## src/rtl/wm8731_i2c_responder.sv

```systemverilog
// WM8731 control-port I2C target: decodes 3-byte register writes into a shadow
// copy of the codec register file, ACKing/NACKing the way the real codec does.
module wm8731_i2c_responder #(
  parameter logic [6:0]  DEV_ADDR    = 7'h1A,
  parameter int unsigned SYNC_STAGES = 2
) (
  input  logic       i_clk,
  input  logic       i_rst_n,
  input  logic       i_scl,
  input  logic       i_sda,
  output logic       o_sda_oen,
  input  logic [3:0] i_rd_addr,
  output logic [8:0] o_rd_data,
  output logic       o_wr_valid,
  output logic [6:0] o_wr_addr,
  output logic [8:0] o_wr_data,
  output logic       o_bad_reg,
  output logic       o_busy,
  output logic [7:0] o_wr_cnt
);
  localparam int unsigned NUM_REGS = 10;
  localparam int unsigned AW       = 7;
  localparam int unsigned DW       = 9;
  localparam int unsigned CW       = 8;
  localparam logic [AW-1:0] RESET_REG = AW'(15);

  typedef enum logic [2:0] {
    S_IDLE, S_DEV, S_ACK_DEV, S_B1, S_ACK1, S_B2, S_ACK2, S_IGNORE
  } state_e;

  function automatic logic [DW-1:0] reg_default(input logic [3:0] idx);
    case (idx)
      4'd0, 4'd1: return 9'h097;
      4'd2, 4'd3: return 9'h079;
      4'd4:       return 9'h00A;
      4'd5:       return 9'h008;
      4'd6:       return 9'h09F;
      4'd7:       return 9'h00A;
      default:    return '0;
    endcase
  endfunction

  logic [SYNC_STAGES-1:0] scl_sync_q, scl_sync_d, sda_sync_q, sda_sync_d;
  logic                   scl_prev_q, sda_prev_q;
  state_e                 state_q, state_d, ack_next_c;
  logic [2:0]             bit_cnt_q, bit_cnt_d;
  logic [6:0]             shreg_q, shreg_d;
  logic                   ack_q, ack_d, ack_phase_q, ack_phase_d;
  logic [AW-1:0]          reg_addr_q, reg_addr_d;
  logic                   d8_q, d8_d;
  logic                   sda_oen_q, sda_oen_d, busy_q, busy_d;
  logic                   wr_valid_q, wr_valid_d, bad_reg_q, bad_reg_d;
  logic [AW-1:0]          wr_addr_q, wr_addr_d;
  logic [DW-1:0]          wr_data_q, wr_data_d;
  logic [CW-1:0]          wr_cnt_q, wr_cnt_d;
  logic [DW-1:0]          shadow_q [NUM_REGS];
  logic [DW-1:0]          shadow_d [NUM_REGS];
  logic                   scl_s, sda_s, start_c, stop_c, scl_rise_c, scl_fall_c;
  logic [7:0]             byte_c;
  logic [DW-1:0]          rd_data_c;

  assign scl_s      = scl_sync_q[SYNC_STAGES-1];
  assign sda_s      = sda_sync_q[SYNC_STAGES-1];
  assign start_c    = scl_s && scl_prev_q && sda_prev_q && !sda_s;
  assign stop_c     = scl_s && scl_prev_q && !sda_prev_q && sda_s;
  assign scl_rise_c = scl_s && !scl_prev_q;
  assign scl_fall_c = !scl_s && scl_prev_q;
  assign byte_c     = {shreg_q, sda_s};

  // Where to go once the 9th (ACK) clock has finished.
  always_comb begin
    ack_next_c = S_IGNORE;
    case (state_q)
      S_ACK_DEV: ack_next_c = ack_q ? S_B1 : S_IGNORE;
      S_ACK1:    ack_next_c = S_B2;
      default:   ack_next_c = S_IGNORE;
    endcase
  end

  always_comb begin
    scl_sync_d  = {scl_sync_q[SYNC_STAGES-2:0], i_scl};
    sda_sync_d  = {sda_sync_q[SYNC_STAGES-2:0], i_sda};
    state_d     = state_q;
    bit_cnt_d   = bit_cnt_q;
    shreg_d     = shreg_q;
    ack_d       = ack_q;
    ack_phase_d = ack_phase_q;
    reg_addr_d  = reg_addr_q;
    d8_d        = d8_q;
    sda_oen_d   = sda_oen_q;
    busy_d      = busy_q;
    wr_valid_d  = 1'b0;
    bad_reg_d   = 1'b0;
    wr_addr_d   = wr_addr_q;
    wr_data_d   = wr_data_q;
    wr_cnt_d    = wr_cnt_q;
    shadow_d    = shadow_q;

    if (stop_c) begin
      state_d     = S_IDLE;
      busy_d      = 1'b0;
      sda_oen_d   = 1'b0;
      bit_cnt_d   = '0;
      ack_phase_d = 1'b0;
    end else if (start_c) begin
      state_d     = S_DEV;
      busy_d      = 1'b1;
      sda_oen_d   = 1'b0;
      bit_cnt_d   = '0;
      ack_phase_d = 1'b0;
    end else begin
      if (scl_rise_c && (state_q == S_DEV || state_q == S_B1 || state_q == S_B2)) begin
        shreg_d   = byte_c[6:0];
        bit_cnt_d = bit_cnt_q + 3'd1;
      end
      case (state_q)
        S_DEV: if (scl_rise_c && bit_cnt_q == 3'd7) begin
          ack_d       = (byte_c[7:1] == DEV_ADDR) && !byte_c[0];
          ack_phase_d = 1'b0;
          state_d     = S_ACK_DEV;
        end
        S_B1: if (scl_rise_c && bit_cnt_q == 3'd7) begin
          reg_addr_d  = byte_c[7:1];
          d8_d        = byte_c[0];
          ack_d       = 1'b1;
          ack_phase_d = 1'b0;
          state_d     = S_ACK1;
        end
        S_B2: if (scl_rise_c && bit_cnt_q == 3'd7) begin
          ack_d       = 1'b1;
          ack_phase_d = 1'b0;
          state_d     = S_ACK2;
          wr_valid_d  = 1'b1;
          wr_addr_d   = reg_addr_q;
          wr_data_d   = {d8_q, byte_c};
          if (wr_cnt_q != '1) wr_cnt_d = wr_cnt_q + CW'(1);
          if (reg_addr_q < AW'(NUM_REGS)) begin
            for (int unsigned i = 0; i < NUM_REGS; i++)
              if (reg_addr_q == AW'(i)) shadow_d[i] = {d8_q, byte_c};
          end else if (reg_addr_q == RESET_REG) begin
            for (int unsigned i = 0; i < NUM_REGS; i++) shadow_d[i] = reg_default(4'(i));
          end else begin
            bad_reg_d = 1'b1;
          end
        end
        // First SCL fall drives the ACK bit, the second ends the 9th clock.
        S_ACK_DEV, S_ACK1, S_ACK2: if (scl_fall_c) begin
          if (!ack_phase_q) begin
            ack_phase_d = 1'b1;
            sda_oen_d   = ack_q;
          end else begin
            ack_phase_d = 1'b0;
            sda_oen_d   = 1'b0;
            bit_cnt_d   = '0;
            state_d     = ack_next_c;
          end
        end
        default: ;
      endcase
    end
  end

  always_ff @(posedge i_clk or negedge i_rst_n) begin
    if (!i_rst_n) begin
      scl_sync_q  <= '1;
      sda_sync_q  <= '1;
      scl_prev_q  <= 1'b1;
      sda_prev_q  <= 1'b1;
      state_q     <= S_IDLE;
      bit_cnt_q   <= '0;
      shreg_q     <= '0;
      ack_q       <= 1'b0;
      ack_phase_q <= 1'b0;
      reg_addr_q  <= '0;
      d8_q        <= 1'b0;
      sda_oen_q   <= 1'b0;
      busy_q      <= 1'b0;
      wr_valid_q  <= 1'b0;
      bad_reg_q   <= 1'b0;
      wr_addr_q   <= '0;
      wr_data_q   <= '0;
      wr_cnt_q    <= '0;
      for (int unsigned i = 0; i < NUM_REGS; i++) shadow_q[i] <= reg_default(4'(i));
    end else begin
      scl_sync_q  <= scl_sync_d;
      sda_sync_q  <= sda_sync_d;
      scl_prev_q  <= scl_s;
      sda_prev_q  <= sda_s;
      state_q     <= state_d;
      bit_cnt_q   <= bit_cnt_d;
      shreg_q     <= shreg_d;
      ack_q       <= ack_d;
      ack_phase_q <= ack_phase_d;
      reg_addr_q  <= reg_addr_d;
      d8_q        <= d8_d;
      sda_oen_q   <= sda_oen_d;
      busy_q      <= busy_d;
      wr_valid_q  <= wr_valid_d;
      bad_reg_q   <= bad_reg_d;
      wr_addr_q   <= wr_addr_d;
      wr_data_q   <= wr_data_d;
      wr_cnt_q    <= wr_cnt_d;
      shadow_q    <= shadow_d;
    end
  end

  // Zero-latency shadow read; unimplemented indices read as zero.
  always_comb begin
    rd_data_c = '0;
    for (int unsigned i = 0; i < NUM_REGS; i++)
      if (i_rd_addr == 4'(i)) rd_data_c = shadow_q[i];
  end

  assign o_rd_data  = rd_data_c;
  assign o_sda_oen  = sda_oen_q;
  assign o_wr_valid = wr_valid_q;
  assign o_wr_addr  = wr_addr_q;
  assign o_wr_data  = wr_data_q;
  assign o_bad_reg  = bad_reg_q;
  assign o_busy     = busy_q;
  assign o_wr_cnt   = wr_cnt_q;
endmodule

```

## config.mk

```make
export PLATFORM = sky130hd
export DESIGN_NAME = wm8731_i2c_responder
export DESIGN_NICKNAME = d
export VERILOG_FILES = /design/src/rtl/wm8731_i2c_responder.sv
export SDC_FILE = /design/constraint.sdc
export NUM_CORES = 1
export LEC_CHECK = 0
export ABC_AREA = 0
export BUFFER_PORTS_ARGS = -buffer_cell sky130_fd_sc_hd__buf_2
export CORE_ASPECT_RATIO = 0.5
export CORE_MARGIN = 10
export CORE_UTILIZATION = 60
export CTS_BUF_LIST = sky130_fd_sc_hd__clkbuf_8
export DETAILED_ROUTE_END_ITERATION = 6
export HOLD_SLACK_MARGIN = 0.12
export PLACE_DENSITY = 0.79
export SYNTH_ARGS = -nofsm -noshare
export SYNTH_HDL_FRONTEND = slang
export SYNTH_SLANG_ARGS = --single-unit
```

## constraint.sdc

```tcl
create_clock -name i_clk -period 2.4 [get_ports i_clk]
set_input_delay 0.12 -clock i_clk [delete_from_list [all_inputs] [get_ports i_clk]]
set_output_delay 0.12 -clock i_clk [all_outputs]
set_load 0.03 [all_outputs]
```

==> impl_metrics.py <==
metrics = {
    "cts": {
        "cts_tree": "done",
        "cts.path.max_buffers": 2,
        "cts-root-buf": "clkbuf_8",
        "clk_pin_slew_ns": 0.08,
        "insertion_delay_ns": 0.45,
        "cts.htree.levels": 4,
        "cts_made_buffers": 17,
        "cts.sinks": 147,
    },
    "logic_synthesis": {
        "synth_fa_ha_area_share_pct": 0.535,
        "synth-edff-count": 0,
        "synthXorXnorAreaFrac_pct": 1.25,
        "avgSynthCellArea_um2": 11.7,
        "yosysSeqAreaShare_pct": 53.0,
        "async_flop_share_pct": 100,
        "synth_top_family_by_area": "multiplexers",
        "netlist_instances": 599,
        "ys_ff_latch": 147,
        "ys.warnings.count": 0,
        "yosys_most_used_dff": "dfrtp_1",
        "synth_cell_type_count": 57,
        "syn-num-nets": 610,
        "muxShareOfSynthArea_pct": 19.4,
        "synth_compound_area_share_pct": 8.70,
        "synthSimpleGateAreaFrac_pct": 14.4,
        "synth_area_um2": 7020,
    },
    "setup_path": {
        "worstSetupPathType": "reg2reg",
        "r2r_start": "bit_cnt_q[0]$_DFF_PN0_",
        "cp.arrival_ns": 2.58,
        "required_ns": 2.73,
        "critPathLaunchType": "flop",
        "cp-startpoint": "bit_cnt_q[0]$_DFF_PN0_",
        "crit_fanout": 9,
        "endpoint_kind": "flop",
    },
    "hold_path": {
        "hold_class": "in2async",
    },
    "placement": {
        "placed_cells": 795,
        "place_area_um2": 7510,
        "port_buffers": 44,
        "dp_hpwl_um": 11000,
        "place_congestion": 0.891,
        "post-place-ws_ns": 0.201,
    },
    "sta": {
        "grt_setup_unrepaired": "false",
        "clock_skew_ns": 0.0112,
        "slew_violations": 0,
        "relSlewSlack_pct": 56.3,
        "finalCritPeriodShare_pct": 93.5,
        "min_period_ns": 2.25,
        "setup_viol": 0,
        "tns_ns": 0,
        "worstMarginPinSlew_ns": 0.647,
        "hold_viol": 0,
        "layout_setup_ws_ns": 0.155,
        "fmax_mhz": 445,
    },
    "floorplanning": {
        "die_w_um": 173,
        "die_area_um2": 16700,
        "start_util_pct": 62.6,
        "rows": 27,
        "ios": 45,
        "die_h_um": 96.5,
        "core_area_um2": 11200,
    },
    "cells_and_area": {
        "final_common_cell": "dfrtp_1",
        "regMostFlops": "shadow_q",
        "final_cell_mix": "dfrtp_1 (110), mux2_2 (98), nand2_1 (63), buf_2 (43), dfstp_2 (37)",
        "num_antenna_cells": 0,
        "area_growth_pct": 12.9,
        "stdcell_area_um2": 7930,
        "final_cells": 830,
        "largest_reg_flops": 90,
        "fin_nets": 669,
        "drive_gt1_share_pct": 39.2,
        "post-route-util_pct": 70.7,
    },
    "drt": {
        "wl_met1_um": 7840,
        "drc": 0,
        "routed.top_layer": "met4",
        "wl_met3_um": 823,
        "routedWlPerCell_um": 19.3,
        "postRouteAntennaNets": 0,
        "wl_um": 16000,
        "viasPerCell": 5.92,
        "vias": 4914,
        "drtPass1Iterations": 5,
        "wl_met2_um": 7200,
        "drt_iter0_markers": 336,
    },
    "global_routing": {
        "overflow": 0,
        "grt_antenna_before_repair": 0,
        "grt_max_degree": 54,
        "grt_pass1_vias": 4938,
        "grt_pass1_wl_um": 26500,
        "grt_use_total_pct": 19.9,
    },
    "power": {
        "peakVddDrop_mv": 0.482,
        "powerDensity_nw_per_um2": 650,
        "p_leak_nw": 3.80,
    },
    "job": {
        "drv_cap": 0,
    },
    "outcome": {
        "status": "finished clean",
    },
}
-- worst max-delay path, stage by stage, from the launching register on --
cell and delay, ns:
dfrtp_1 0.37, ha_1 0.15, ha_1 0.19, and4b_1 0.25, nand2_1 0.21, inv_2 0.20
and4_1 0.20, buf_4 0.20, mux2_2 0.35
-- report_power, final --
| group | leakage, nW | total, W | internal (W) | switching, W |
|---|---|---|---|---|
| clock network | 0.210 | 0.00187 | 0.000958 | 0.000911 |
| logic | 1.68 | 0.000563 | 0.000198 | 0.000366 |
| registers | 1.91 | 0.00272 | 0.00256 | 0.000152 |
| total | 3.80 | 0.00515 | 0.00372 | 0.00143 |
-- cell type report --
class | count | area (um^2)
clock buffers | 19 | 262
multi-input cells | 409 | 3110
well taps | 159 | 199
repair buffers | 76 | 487
clock inverters | 13 | 120
fillers | 794 | 3290
inverters | 7 | 26.3
flip-flops and latches | 147 | 3720
-- per-layer routing --
layer | track usage, % | vias up
met5 | 0 | -
met4 | 5.35 | 0
met3 | 4.91 | 14
met2 | 31.5 | 132
met1 | 27.3 | 2507
li1 | - | 2261
-- synthesized netlist by cell type (3+ instances only) --
master | instances | area [um^2]
xnor2_1 | 5 | 43.8
o31ai_1 | 3 | 22.5
a221o_1 | 3 | 30.0
nand2b_1 | 14 | 87.6
a22o_1 | 5 | 43.8
ha_1 | 3 | 37.5
clkbuf_1 | 18 | 67.6
and2_1 | 6 | 37.5
nand2_1 | 63 | 236
nor4_1 | 3 | 18.8
o22ai_1 | 8 | 50.1
buf_2 | 10 | 50.1
nor2_1 | 25 | 93.8
dfstp_2 | 37 | 972
dfrtp_1 | 110 | 2750
nor3_1 | 8 | 40.0
inv_1 | 6 | 22.5
nor2b_1 | 12 | 75.1
nand3_1 | 11 | 55.1
o21ai_0 | 25 | 125
and3_1 | 6 | 37.5
nor4b_1 | 5 | 43.8
a21oi_1 | 22 | 110
mux2_2 | 98 | 1100
o211ai_1 | 3 | 22.5
or2_2 | 3 | 18.8
mux2i_1 | 20 | 200
a21oi_2 | 6 | 52.6
nand4_1 | 3 | 18.8
xor2_1 | 5 | 43.8
nor3b_1 | 8 | 60.1
buf_1 | 6 | 22.5
o221a_2 | 5 | 56.3
-- final timing paths --
path | end | slack [ns] | depth (start not counted)
max in group asynchronous | shadow_q[60]$_DFFE_PN1P_ | 1.45 | 3
min in group i_clk | scl_sync_q[0]$_DFF_PN1_ | 0.31 | 2
worst max-delay path | shadow_q[37]$_DFFE_PN0P_ | 0.15 | 8
worst min register to register | sda_sync_q[1]$_DFF_PN1_ | 0.36 | 0
worst max register to register | shadow_q[37]$_DFFE_PN0P_ | 0.15 | 8
worst min-delay path | o_wr_cnt[0]$_DFFE_PN0P_ | 0.20 | 2
-- kinds of logic (layout without fill, tap and decap cells) --
| kind of cell | Yosys count | after routing |
|---|---|---|
| and+or+nand+nor | 185 | 185 |
| DFF | 147 | 147 |
| muxes | 121 | 121 |
| AOI/OAI and AO/OA | 90 | 90 |
| buffers and inverters | 43 | 115 |
| xor gates and xnor gates | 10 | 10 |
| adders and majority gates | 3 | 3 |
-- what timing repair did --
action                    CTS  global route
hold endpoints to repair  128             0
buffers inserted            0             0
hold buffers                3             0
gates resized for setup     0             0
-- stage by stage --
stage / hold WS [ns] / total power (W)
final: 0.196 / 0.00515
after global routing: 0.223 / 0.00535
after floorplan: -0.176 / 0.00304
after detailed placement: 0.102 / 0.00331
after CTS: 0.181 / 0.00517
after global placement: 0.0958 / 0.00329
(Power assumes the default switching activity.)
